--- config.mk ---
export PLATFORM = sky130hd
export DESIGN_NAME = hash_display_sequencer_flat
export DESIGN_NICKNAME = d
export VERILOG_FILES = /design/src/rtl/hash_display_sequencer_if.sv /design/src/rtl/hash_display_sequencer.sv /design/src/flat_wrapper.sv
export SDC_FILE = /design/constraint.sdc
export NUM_CORES = 1
export LEC_CHECK = 0
export ABC_AREA = 1
export CAP_MARGIN = 20
export CORE_MARGIN = 5
export CORE_UTILIZATION = 50
export CTS_CLUSTER_SIZE = 30
export DETAILED_ROUTE_END_ITERATION = 10
export GPL_TIMING_DRIVEN = 0
export HOLD_SLACK_MARGIN = 0.12
export PLACE_DENSITY = 0.87
export SYNTH_ARGS = -nofsm -noshare
export SYNTH_HDL_FRONTEND = slang
export SYNTH_SLANG_ARGS = --single-unit
--- constraint.sdc ---
create_clock -name sysclk -period 4.2 [get_ports sysclk]
set_clock_uncertainty 0.1 [all_clocks]
set_input_delay 0.63 -clock sysclk [delete_from_list [all_inputs] [get_ports sysclk]]
set_output_delay 0.63 -clock sysclk [all_outputs]
set_load 0.02 [all_outputs]
--- src/rtl/hash_display_sequencer_if.sv ---
// Handshake bundle between the hash display sequencer and its hasher / BCD datapath.
// The master side issues start pulses and operands; the slave side returns done pulses and results.
interface hash_display_sequencer_if #(
    parameter int W = 16
);
    logic         hash_start;
    logic [W-1:0] hash_in;
    logic         hash_done;
    logic [W-1:0] hash_out;
    logic         bcd_start;
    logic [W-1:0] bcd_bin;
    logic         bcd_done;
    logic [19:0]  bcd_digits;

    modport master (
        output hash_start, hash_in, bcd_start, bcd_bin,
        input  hash_done, hash_out, bcd_done, bcd_digits
    );

    modport slave (
        input  hash_start, hash_in, bcd_start, bcd_bin,
        output hash_done, hash_out, bcd_done, bcd_digits
    );
endinterface

--- src/rtl/hash_display_sequencer.sv ---
// Control FSM for the student-ID hash display: on each 5 s tick it runs one hash
// iteration, converts the result to BCD and updates the five display digits.
module hash_display_sequencer #(
    parameter int W       = 16,
    parameter int TIMEOUT = 1024
) (
    input  logic                      sysclk,
    input  logic                      rst_n,
    input  logic                      tick_5s,
    input  logic                      button_out,
    input  logic [W-1:0]              student_id,
    hash_display_sequencer_if.master  dp,
    output logic [W-1:0]              cur_hash,
    output logic [3:0]                D5_out,
    output logic [3:0]                D4_out,
    output logic [3:0]                D3_out,
    output logic [3:0]                D2_out,
    output logic [3:0]                D1_out,
    output logic                      busy,
    output logic                      overrun
);

    localparam int TW = (TIMEOUT > 2) ? $clog2(TIMEOUT) : 1;
    localparam logic [TW-1:0] TIMER_LAST = TW'(TIMEOUT - 1);
    localparam logic [19:0]   DIGITS_ERR = {5{4'hE}};

    typedef enum logic [2:0] {
        ST_IDLE      = 3'd0,
        ST_HASH_REQ  = 3'd1,
        ST_HASH_WAIT = 3'd2,
        ST_BCD_REQ   = 3'd3,
        ST_BCD_WAIT  = 3'd4,
        ST_ERR       = 3'd5
    } state_t;

    state_t        state_r,      state_s;
    logic [TW-1:0] timer_r,      timer_s;
    logic          pending_r,    pending_s;
    logic          overrun_r,    overrun_s;
    logic          seeded_r,     seeded_s;
    logic [W-1:0]  id_q_r,       id_q_s;
    logic [W-1:0]  cur_hash_r,   cur_hash_s;
    logic [W-1:0]  hash_in_r,    hash_in_s;
    logic          hash_start_r, hash_start_s;
    logic          bcd_start_r,  bcd_start_s;
    logic [19:0]   digits_r,     digits_s;
    logic          busy_r,       busy_s;

    logic          go_s;
    logic          seed_fresh_s;
    logic          in_flight_s;

    // Next-state, handshake and datapath-register decisions for the whole sequencer.
    always_comb begin
        state_s      = state_r;
        timer_s      = timer_r;
        pending_s    = pending_r;
        overrun_s    = overrun_r;
        seeded_s     = seeded_r;
        id_q_s       = id_q_r;
        cur_hash_s   = cur_hash_r;
        hash_in_s    = hash_in_r;
        hash_start_s = 1'b0;
        bcd_start_s  = 1'b0;
        digits_s     = digits_r;

        go_s         = (tick_5s | pending_r) & button_out;
        seed_fresh_s = (!seeded_r) || (student_id != id_q_r);
        in_flight_s  = (state_r != ST_IDLE) && (state_r != ST_ERR);

        // One-deep tick queue: a second tick while one is pending is dropped and flagged.
        if (in_flight_s && tick_5s) begin
            if (pending_r) begin
                overrun_s = 1'b1;
            end else begin
                pending_s = 1'b1;
            end
        end else begin
            pending_s = pending_s;
        end

        case (state_r)
            ST_IDLE: begin
                if (go_s) begin
                    state_s      = ST_HASH_REQ;
                    pending_s    = 1'b0;
                    hash_start_s = 1'b1;
                    if (seed_fresh_s) begin
                        hash_in_s = student_id;
                        id_q_s    = student_id;
                        seeded_s  = 1'b1;
                    end else begin
                        hash_in_s = cur_hash_r;
                    end
                end else begin
                    state_s = ST_IDLE;
                end
            end
            ST_HASH_REQ: begin
                state_s = ST_HASH_WAIT;
                timer_s = TW'(0);
            end
            ST_HASH_WAIT: begin
                // A done on the final timeout cycle still counts as a success.
                if (dp.hash_done) begin
                    cur_hash_s  = dp.hash_out;
                    state_s     = ST_BCD_REQ;
                    bcd_start_s = 1'b1;
                end else if (timer_r == TIMER_LAST) begin
                    state_s  = ST_ERR;
                    digits_s = DIGITS_ERR;
                end else begin
                    timer_s = timer_r + TW'(1);
                end
            end
            ST_BCD_REQ: begin
                state_s = ST_BCD_WAIT;
                timer_s = TW'(0);
            end
            ST_BCD_WAIT: begin
                if (dp.bcd_done) begin
                    digits_s = dp.bcd_digits;
                    state_s  = ST_IDLE;
                end else if (timer_r == TIMER_LAST) begin
                    state_s  = ST_ERR;
                    digits_s = DIGITS_ERR;
                end else begin
                    timer_s = timer_r + TW'(1);
                end
            end
            ST_ERR: begin
                digits_s = DIGITS_ERR;
                if (!button_out) begin
                    state_s   = ST_IDLE;
                    seeded_s  = 1'b0;
                    pending_s = 1'b0;
                end else begin
                    state_s = ST_ERR;
                end
            end
            default: begin
                state_s = ST_IDLE;
            end
        endcase

        busy_s = (state_s != ST_IDLE) && (state_s != ST_ERR);
    end

    // State and registered-output update with synchronous active-low reset.
    always_ff @(posedge sysclk) begin
        if (!rst_n) begin
            state_r      <= ST_IDLE;
            timer_r      <= TW'(0);
            pending_r    <= 1'b0;
            overrun_r    <= 1'b0;
            seeded_r     <= 1'b0;
            id_q_r       <= {W{1'b0}};
            cur_hash_r   <= {W{1'b0}};
            hash_in_r    <= {W{1'b0}};
            hash_start_r <= 1'b0;
            bcd_start_r  <= 1'b0;
            digits_r     <= 20'h00000;
            busy_r       <= 1'b0;
        end else begin
            state_r      <= state_s;
            timer_r      <= timer_s;
            pending_r    <= pending_s;
            overrun_r    <= overrun_s;
            seeded_r     <= seeded_s;
            id_q_r       <= id_q_s;
            cur_hash_r   <= cur_hash_s;
            hash_in_r    <= hash_in_s;
            hash_start_r <= hash_start_s;
            bcd_start_r  <= bcd_start_s;
            digits_r     <= digits_s;
            busy_r       <= busy_s;
        end
    end

    assign dp.hash_start = hash_start_r;
    assign dp.hash_in    = hash_in_r;
    assign dp.bcd_start  = bcd_start_r;
    assign dp.bcd_bin    = cur_hash_r;
    assign cur_hash      = cur_hash_r;
    assign D5_out        = digits_r[19:16];
    assign D4_out        = digits_r[15:12];
    assign D3_out        = digits_r[11:8];
    assign D2_out        = digits_r[7:4];
    assign D1_out        = digits_r[3:0];
    assign busy          = busy_r;
    assign overrun       = overrun_r;

endmodule
--- src/flat_wrapper.sv ---
// flat-port wrapper written by rule: the top's interface ports become plain ports
module hash_display_sequencer_flat 
#(
    parameter int W       = 16,
    parameter int TIMEOUT = 1024
)
  (sysclk, rst_n, tick_5s, button_out, student_id, cur_hash, D5_out, D4_out, D3_out, D2_out, D1_out, busy, overrun, dp_hash_start, dp_hash_in, dp_bcd_start, dp_bcd_bin, dp_hash_done, dp_hash_out, dp_bcd_done, dp_bcd_digits);
  hash_display_sequencer_if #(.W(W)) dp_i ();
  input  logic sysclk;
  input  logic rst_n;
  input  logic tick_5s;
  input  logic button_out;
  input  logic [W-1:0] student_id;
  output logic [W-1:0] cur_hash;
  output logic [3:0] D5_out;
  output logic [3:0] D4_out;
  output logic [3:0] D3_out;
  output logic [3:0] D2_out;
  output logic [3:0] D1_out;
  output logic busy;
  output logic overrun;
  output wire logic [$bits(dp_i.hash_start)-1:0] dp_hash_start;
  output wire logic [$bits(dp_i.hash_in)-1:0] dp_hash_in;
  output wire logic [$bits(dp_i.bcd_start)-1:0] dp_bcd_start;
  output wire logic [$bits(dp_i.bcd_bin)-1:0] dp_bcd_bin;
  input wire logic [$bits(dp_i.hash_done)-1:0] dp_hash_done;
  input wire logic [$bits(dp_i.hash_out)-1:0] dp_hash_out;
  input wire logic [$bits(dp_i.bcd_done)-1:0] dp_bcd_done;
  input wire logic [$bits(dp_i.bcd_digits)-1:0] dp_bcd_digits;
  assign dp_hash_start = dp_i.hash_start;
  assign dp_hash_in = dp_i.hash_in;
  assign dp_bcd_start = dp_i.bcd_start;
  assign dp_bcd_bin = dp_i.bcd_bin;
  assign dp_i.hash_done = dp_hash_done;
  assign dp_i.hash_out = dp_hash_out;
  assign dp_i.bcd_done = dp_bcd_done;
  assign dp_i.bcd_digits = dp_bcd_digits;
  hash_display_sequencer #(.W(W), .TIMEOUT(TIMEOUT)) u_core (.sysclk(sysclk), .rst_n(rst_n), .tick_5s(tick_5s), .button_out(button_out), .student_id(student_id), .dp(dp_i), .cur_hash(cur_hash), .D5_out(D5_out), .D4_out(D4_out), .D3_out(D3_out), .D2_out(D2_out), .D1_out(D1_out), .busy(busy), .overrun(overrun));
endmodule
==> out/metrics.csv <==
stage;metric;value;unit
run_status;outcome;finished, final reports clean;
route;DRC viols;0;
critical_path;Crit path arrival time;2.55;ns
floorplan;initial cell density of the core;0.507;
route;vias;4743;
critical_path;critical path, cell by cell;clkdlybuf4s50_1 > inv_1 > nand2_1 > nand2_1 > nor2_1 > nand2_1 > nor2_2 > nand3_2 > nand2_2 > buf_4 > nand2_1 > a21oi_1;
sta;Slew Viols, Final;0;
finish;share of layout cells above drive strength 1;0.0650;
sta;Slew HR;0.611;
clock_tree;PostCTS Resize Cnt;0;
synthesis;top-area cell type share of the netlist area;0.399;
sta;Slew @ Worst Pin;0.584;ns
global_route;initial antenna violation count;0;
synthesis;asr flop ratio synth;0;
place;Post-Place Worst Slack;1.53;ns
global_route;largest net degree at the start of global routing;15;
critical_path;crit start category;primary input;
global_route;GRT Overall Usage;0.245;
synthesis;Yosys cell types;29;
finish;Nets;870;
synthesis;most area-consuming cells after synthesis;dfxtp_1, nand2_1, inv_1, nor2_1, a21oi_1;
clock_tree;clk sink count;87;
route;Initial DRT Pass Iterations;5;
pwr;pwr/cell area;314;mW/mm²
sta;setup TNS;0;ns
clock_tree;CTS Buf Count;9;
route;Post-Route WL;13.1;mm
clock_tree;cts hold-fix bufs;0;
global_route;vias in the first global route;4675;
synthesis;EDFF count, synth;0;
critical_path;crit path capture type;flop;
synthesis;most frequent cell after synthesis;nand2_1;
floorplan;core area;0.00859;mm²
sta;Max Fclk;420;MHz
synthesis;Gate Count Post-Synth;672;
sta;Final min period;2.38;ns
critical_path;crit-path most repeated cell;nand2_1;
critical_path;slowest CP cell;clkdlybuf4s50_1;
synthesis;Mapped Area;0.00436;mm²
route;ANT nets after route;0;
sta;setup ws final;1.82;ns
pwr;LEAKAGE;2.56;nW
clock_tree;Clock Tree Buf Depth;2;
clock_tree;Post-CTS Repair Setup Buffers;0;
floorplan;Die ar.;0.0107;mm²
route;wire length per cell;14.1;µm
global_route;GRT overflow;0;
critical_path;CP max stage delay;0.53;ns
sta;period utilization;0.567;
synthesis;synthesis warning total;0;
clock_tree;clock latency on the worst-skew pair;0.36;ns
sta;final hold violations;0;
sta;Finish-stage setup viols;0;
floorplan;# IOs;130;
synthesis;sequential fraction of the synthesis area;0.399;
critical_path;CP Data Required Time;4.37;ns
sta;RSZ-0062 raised after global routing;false;
clock_tree;H-tree depth;3;
synthesis;Syn Area/Cell;6.49;µm²
place;dpl hpwl;10.2;mm
job;Max-Cap Viols;0;
floorplan;Site Rows;34;
floorplan;Die X;103;µm
critical_path;crit-path max FO;10;
place;IO Port Bufs;128;
synthesis;Yosys top cell by area;dfxtp_1;
clock_tree;clock root cell;clkbuf_8;
clock_tree;clk slew on worst S/H paths;0.09;ns
min_path;HP Class;flop to flop;
critical_path;Setup CP Type;primary input to flop;
floorplan;die height;103;µm
pwr;IR drop worst, VDD;0.185;mV
route;DR vias/cell;5.13;
synthesis;Post-synth top cells;nand2_1, dfxtp_1, inv_1, nor2_1, a21oi_1;
finish;# diodes;0;
synthesis;Main synth FF type;dfxtp_1;
global_route;first-pass GRT wire length;20.8;mm
synthesis;synthesized flop and latch total;87;
place;Placer Congestion;0.905;
clock_tree;CTS tree;built;
synthesis;syn_nets;731;
finish;Area Growth Syn to Fin;37.4;%
route;Iter 0 DRT Violations;194;
[flip-flops by register name, summed over array words and instances, names as in the netlist, 3 cells and up]
register / flops
u_core.timer_r: 10
u_core.dp.hash_in: 16
u_core.state_r: 3
u_core.id_q_r: 16
u_core.digits_r: 20
u_core.cur_hash: 16
[worst max-delay path: cells and delay by family]
kind | cells | cell delay, ns
AOI/OAI and AO/OA | 1 | 0.18
buffers and inverters | 3 | 0.78
and+or+nand+nor | 8 | 0.94
[area by class of cell]
type                       instances  area [µm²]
buffer                            39         223
clock buffer                      11         131
sequential                        87        1740
fill                             706        2600
multi-input combinational        456        2060
timing repair buffer             128        1280
tap                              108         135
clock inverter                     5        82.6
inverter                          90         338
[metal layers]
layer | vias to the layer above | track usage | part of all wire
met5 | - | 0 | 0
li1 | 2369 | - | -
met3 | 34 | 0.0724 | 0.091
met1 | 2139 | 0.287 | 0.39
met2 | 201 | 0.421 | 0.49
met4 | 0 | 0.0966 | 0.025
[final timing paths]
path	startpoint	to	slack, ns	cells after the start
worst max-delay path	student_id[6]	u_core.id_q_r[9]	1.82	12
worst min register to register	u_core.digits_r[4]	u_core.digits_r[4]	0.36	2
worst max register to register	u_core.state_r[1]	u_core.dp.hash_in[3]	2.19	8
worst min-delay path	u_core.digits_r[4]	u_core.digits_r[4]	0.36	2
[stage by stage]
stage / power [W] / std cells / hold WS (ns) / utilization / area, µm²
after floorplan: 0.00110 / 672 / 0.341 / - / 4360
after global placement: 0.00125 / 908 / 0.350 / 0.672 / 5780
after detailed placement: 0.00126 / 908 / 0.356 / 0.672 / 5780
after CTS: 0.00188 / 924 / 0.371 / 0.697 / 5990
after global routing: 0.00196 / 924 / 0.396 / 0.697 / 5990
final: 0.00188 / 924 / 0.364 / 0.697 / 5990
[cells in the final DEF (no fill, tap or decap)]
cell / Yosys / layout
buf_1: 1 / 1
nor2_2: 2 / 2
or2_2: 1 / 1
clkbuf_1: 15 / 17
clkinvlp_4: 0 / 3
nand3_2: 1 / 1
nand4_1: 12 / 12
nor2_8: 1 / 1
nand3_4: 1 / 1
clkbuf_8: 0 / 9
ha_1: 1 / 1
nand2_4: 1 / 1
buf_2: 4 / 4
clkdlybuf4s50_1: 0 / 128
buf_4: 19 / 19
nand3_1: 41 / 41
nor2_4: 3 / 3
nand2_1: 198 / 198
xor2_1: 4 / 4
a211oi_1: 1 / 1
inv_2: 3 / 3
o21ai_0: 34 / 34
a31oi_1: 13 / 13
nor3_1: 4 / 4
inv_1: 86 / 86
xnor2_1: 2 / 2
nand2_2: 2 / 2
nor2_1: 86 / 86
dfxtp_1: 87 / 87
clkinv_1: 1 / 1
bufinv_16: 0 / 2
a21oi_1: 47 / 47
a31o_2: 1 / 1
[cell families after synthesis]
group,Yosys count,share of synthesized area
simple gates,353,0.342
buf+inv,129,0.129
compound gates,96,0.115
flops,87,0.399
xor+xnor,6,0.0121
fa+ha+maj,1,0.00287
[power breakdown]
group          switching, W  internal [W]
clock              0.000298      0.000335
combinational      0.000193      0.000162
sequential        0.0000286      0.000862
Note: power is estimated with default switching activity, not from simulation.
